## config.mk

```make
export PLATFORM = sky130hd
export DESIGN_NAME = rf_wr_arbiter
export DESIGN_NICKNAME = d
export VERILOG_FILES = /design/src/rtl/rf_arb_pkg.sv /design/src/rtl/rf_rr_pick.sv /design/src/rtl/rf_wr_arbiter.sv
export SDC_FILE = /design/constraint.sdc
export NUM_CORES = 1
export LEC_CHECK = 0
export ABC_AREA = 0
export ABC_CLOCK_PERIOD_IN_PS = 2600
export CAP_MARGIN = 20
export CORE_MARGIN = 2
export CORE_UTILIZATION = 37
export DETAILED_ROUTE_END_ITERATION = 10
export HOLD_SLACK_MARGIN = 0.06
export PLACE_DENSITY_LB_ADDON = 0.1
export SLEW_MARGIN = 25
export SYNTH_ARGS = -nofsm -noshare
export SYNTH_HDL_FRONTEND = slang
export SYNTH_SLANG_ARGS = --single-unit
```

## constraint.sdc

```tcl
create_clock -name clk -period 2.6 [get_ports clk]
set_input_delay 0.39 -clock clk [delete_from_list [all_inputs] [get_ports clk]]
set_output_delay 0.39 -clock clk [all_outputs]
set_load 0.005 [all_outputs]
```

## src/rtl/rf_arb_pkg.sv

```systemverilog
// rf_arb_pkg: shared state encoding, requester index and defaults for the RF write arbiter
package rf_arb_pkg;
    localparam logic [0:0] ST_NORMAL = 1'b0;
    localparam logic [0:0] ST_FORCE  = 1'b1;
    localparam int STARVE_LIMIT_DEF = 8;
    typedef enum logic {
        REQ_EXC  = 1'b0,
        REQ_UART = 1'b1
    } req_idx_e;
endpackage

```

## src/rtl/rf_rr_pick.sv

```systemverilog
// rf_rr_pick: 2-way round-robin select; a side is selectable when it holds priority or the other side is idle
module rf_rr_pick
    import rf_arb_pkg::*;
(
    input  logic valid_exc,
    input  logic valid_uart,
    input  logic ptr,
    output logic sel_exc,
    output logic sel_uart
);
    // each select looks only at the other side's valid so ready never loops back on its own valid
    always_comb begin
        sel_exc  = (ptr == REQ_EXC) | ~valid_uart;
        sel_uart = (ptr == REQ_UART) | ~valid_exc;
    end
endmodule

```

## src/rtl/rf_wr_arbiter.sv

```systemverilog
// rf_wr_arbiter: single-port register-file write arbiter, writeback first with starvation-forced side grants
module rf_wr_arbiter
    import rf_arb_pkg::*;
#(
    parameter int STARVE_LIMIT = STARVE_LIMIT_DEF,
    parameter int ADDR_W       = 5,
    parameter int DATA_W       = 32
) (
    input  logic              clk,
    input  logic              reset,
    input  logic              wb_wr,
    input  logic [ADDR_W-1:0] wb_addr,
    input  logic [DATA_W-1:0] wb_data,
    output logic              wb_stall,
    input  logic              exc_valid,
    input  logic [ADDR_W-1:0] exc_addr,
    input  logic [DATA_W-1:0] exc_data,
    output logic              exc_ready,
    input  logic              uart_valid,
    input  logic [ADDR_W-1:0] uart_addr,
    input  logic [DATA_W-1:0] uart_data,
    output logic              uart_ready,
    output logic              rf_wr,
    output logic [ADDR_W-1:0] rf_addr,
    output logic [DATA_W-1:0] rf_data,
    output logic [3:0]        starve_cnt
);
    logic [0:0]        state_q, state_d;
    logic              rr_q, rr_d;
    logic [3:0]        starve_q, starve_d;
    logic              rf_wr_q, rf_wr_d;
    logic [ADDR_W-1:0] rf_addr_q, rf_addr_d;
    logic [DATA_W-1:0] rf_data_q, rf_data_d;
    logic              sel_exc, sel_uart;
    logic              side_ok, force_side, wb_take, gnt_exc, gnt_uart, side_gnt, starve_inc;
    logic [ADDR_W-1:0] g_addr;
    logic [DATA_W-1:0] g_data;

    rf_rr_pick u_pick (
        .valid_exc (exc_valid),
        .valid_uart(uart_valid),
        .ptr       (rr_q),
        .sel_exc   (sel_exc),
        .sel_uart  (sel_uart)
    );

    // grant selection, handshakes and next-state computation
    always_comb begin
        side_ok    = ~reset & ((state_q == ST_NORMAL & ~wb_wr) | state_q == ST_FORCE);
        exc_ready  = side_ok & sel_exc;
        uart_ready = side_ok & sel_uart;
        force_side = state_q == ST_FORCE & (exc_valid | uart_valid);
        wb_stall   = ~reset & wb_wr & force_side;
        wb_take    = ~reset & wb_wr & ~force_side;
        gnt_exc    = exc_valid & exc_ready;
        gnt_uart   = uart_valid & uart_ready;
        side_gnt   = gnt_exc | gnt_uart;
        g_addr     = wb_take ? wb_addr : gnt_exc ? exc_addr : uart_addr;
        g_data     = wb_take ? wb_data : gnt_exc ? exc_data : uart_data;
        rf_wr_d    = (wb_take | side_gnt) & (g_addr != '0);
        rf_addr_d  = rf_wr_d ? g_addr : rf_addr_q;
        rf_data_d  = rf_wr_d ? g_data : rf_data_q;
        starve_inc = state_q == ST_NORMAL & wb_wr & (exc_valid | uart_valid);
        starve_d   = (side_gnt | state_q == ST_FORCE) ? 4'd0 :
                     starve_inc ? (starve_q == 4'(STARVE_LIMIT) ? starve_q : starve_q + 4'd1) : starve_q;
        state_d    = (starve_inc & starve_q == 4'(STARVE_LIMIT - 1)) ? ST_FORCE : ST_NORMAL;
        rr_d       = side_gnt ? ~rr_q : rr_q;
    end

    // state and registered write port; reset discards any grant made in the reset cycle
    always_ff @(posedge clk) begin
        if (reset) begin
            state_q   <= ST_NORMAL;
            rr_q      <= REQ_EXC;
            starve_q  <= 4'd0;
            rf_wr_q   <= 1'b0;
            rf_addr_q <= '0;
            rf_data_q <= '0;
        end else begin
            state_q   <= state_d;
            rr_q      <= rr_d;
            starve_q  <= starve_d;
            rf_wr_q   <= rf_wr_d;
            rf_addr_q <= rf_addr_d;
            rf_data_q <= rf_data_d;
        end
    end

    assign rf_wr      = rf_wr_q;
    assign rf_addr    = rf_addr_q;
    assign rf_data    = rf_data_q;
    assign starve_cnt = starve_q;
endmodule

```

==> summary.txt <==
STA
  • Setup violation total in the final timing report: 0
  • Worst Tran Pin Value: 0.554 ns
  • Worst Clk Skew: between 0.006 and 0.007 ns
  • Period utilization: 95.3%
  • RSZ-0062 raised after global routing: false
  • Max Slew Vio Count: 0
  • Fmax: 404 MHz
  • Final Hold Vio Count: 0
  • Slew headroom: between 60% and 70%
  • Fin crit period: about 2.5 ns
  • Hold Slack: 0.463 ns

Cells and area
  • ANT cells: 0
  • Most frequent cells in the layout: clkdlybuf4s50_1 (157), mux2i_1 (64), dfxtp_1 (44), nand2_1 (42), nor2_1 (42)
  • Layout cells sized above 1: 9.65%
  • Commonest non-fill, non-tap cell in the layout: clkdlybuf4s50_1
  • Post-layout util: 68.0%
  • # nets final: 604
  • Layout Cells excl Fill: 567
  • Area growth syn-to-layout: 78.2%

Yosys
  • Number of synthesized flops with an enable pin: 0
  • Sequential fraction of the synthesis area: 34.2%
  • Yosys cell types: 35
  • FF+latch count, synth: 44
  • Syn Inst Count: 310
  • Mapped cell area: 2580 um^2
  • Ys Warns: 0
  • Main synth FF type: dfxtp_1
  • Synthesized area per cell: 8.31 um^2
  • Net count after synthesis: 428
  • Asr flop ratio synth: 0%

CTS
  • Clock Tree Buf Depth: 2
  • TritonCTS Buffers: 5
  • Clock root cell: clkbuf_8
  • Hold Buf Count CTS: 0
  • CTS tree: yes
  • CTS H-tree lvls: 2
  • Clk sinks: 44
  • Clk_lat worst skew: about 0.30 ns
  • Clock transition at path regs: 0.08 ns

Place
  • GP Congestion: 0.813
  • HPWL after DPL: 6270 um
  • Inst Count DP: 554
  • IO buf count: 160

Global route
  • Pin count of the biggest net entering global routing: 35
  • Congestion Overflow GR: 0
  • Initial antenna violation count: 0
  • Global Route Usage Sum: 20.2%
  • Vias in the first global route: between 2000 and 3000
  • First-pass GRT wire length: 12300 um

Power and ir drop
  • Power per Cell Area: 412 nW/um^2
  • Max VDD drop: 0.230 mV
  • Leakage: 0.00184 uW

Critical path
  • Crit. End Element: register
  • Max FO, Critical Path: 14
  • Worst endpoint required time: 2.83 ns
  • CP Data Arrival Time: 2.70 ns
  • Worst-case reg-to-reg path depth: 8
  • Critical path type: in2reg
  • Startpoint types: input port
  • Reg2reg setup slack: 0.26 ns

Drt
  • DRC viols: 0
  • Vias per Instance: between 5 and 6
  • TritonRoute pass-1 iters: 4
  • Routed WL: ~8000 um
  • Antenna-violating nets left: 0
  • Wire per inst: 13.8 um
  • Via count: ~2900
  • Initial DRC count: 88

Floorplanning
  • Rows: 30
  • Core Area: between 6000 and 7000 um^2
  • DIE AREA: 7650 um^2
  • Initial core utilization: 38.1%
  • I/O Pins: 161
  • Die height: roughly 87 um
  • Die X: 87.5 um

Hold path
  • WHS Path Cells: 2
  • Worst Hold Class: reg2reg

Run
  • Number of max-cap violations: 0

Outcome
  • Status: finished, final reports clean
## Yosys cell counts (4+ instances only)
cell type / count / share of area (%)
a21oi_1: 32 / 6.2
a31oi_1: 6 / 1.5
buf_2: 6 / 1.2
clkbuf_1: 12 / 1.7
dfxtp_1: 44 / 34
mux2i_1: 64 / 25
nand2_1: 42 / 6.1
nand3_1: 4 / 0.78
nand4_1: 6 / 1.5
nor2_1: 43 / 6.3
nor3_1: 9 / 1.7
o21ai_0: 4 / 0.78
o311ai_0: 4 / 1.4
o31ai_1: 5 / 1.5
## state kept, by name (all words and copies together), names as in the netlist
signal	count
rf_addr	5
rf_data	32
rf_wr	1
rr_q	1
starve_cnt	4
state_q	1
## routing by layer
metal | routed length (um) | GRT usage [%]
met4 | 71 | 4.20
met3 | 754 | 7.11
met5 | 0 | 0
met2 | 3920 | 35.7
met1 | 3090 | 23.5
## cells by family after synthesis
logic type / share of synthesized area, %
buffers and inverters: 5.83
AO/OA/AOI/OAI: 14.4
flip-flops: 34.2
multiplexers: 24.9
XOR/XNOR: 1.02
AND/OR/NAND/NOR: 18.7
adder cells (fa/ha/maj): 0.971
## what timing repair did
item                       4_1_cts  5_1_grt
cloned                           1        0
pin swaps                        1        2
setup endpoints to repair       32       32
resized for setup                2        5
setup buffers                    2        2
## metrics by stage
stage               setup slack (ns)  setup TNS, ns  cell area (um^2)  power, uW
global route                  0.0274              0              4590       1990
CTS                           0.0153              0              4560       1900
finish                         0.123              0              4590       1890
floorplan                      0.222              0              2580       1030
global placement              -0.361         -11.43              4410       1420
detailed placement            -0.455         -14.21              4410       1430
## worst max-delay path, cell delays in order
cell             delay (ns)
clkdlybuf4s50_1        0.42
buf_4                  0.20
o31ai_1                0.29
a31oi_1                0.15
or4_4                  0.58
o21ai_4                0.19
buf_12                 0.13
buf_12                 0.15
mux2i_1                0.19
## worst paths after layout
kind,start,end
worst max register to register,rr_q$_SDFFE_PP0P_,rf_data[12]$_SDFFE_PP0P_
worst max-delay path,reset,rf_data[12]$_SDFFE_PP0P_
worst min-delay path,rf_data[27]$_SDFFE_PP0P_,rf_data[27]$_SDFFE_PP0P_
worst min register to register,rf_data[27]$_SDFFE_PP0P_,rf_data[27]$_SDFFE_PP0P_
## cell type report
cell class	count	area, um^2
clock inverters	1	7.51
repair buffers	190	1930
well taps	80	100
fillers	584	2160
flip-flops and latches	44	881
clock buffers	7	86.3
inverters	4	15.0
multi-input cells	241	1570
## power breakdown
part | switching, uW | leakage, uW | internal [uW]
clock network | 240 | 0.0000445 | 216
registers | 38.8 | 0.000366 | 744
logic | 230 | 0.00143 | 421
Note: power is estimated with default switching activity, not from simulation.
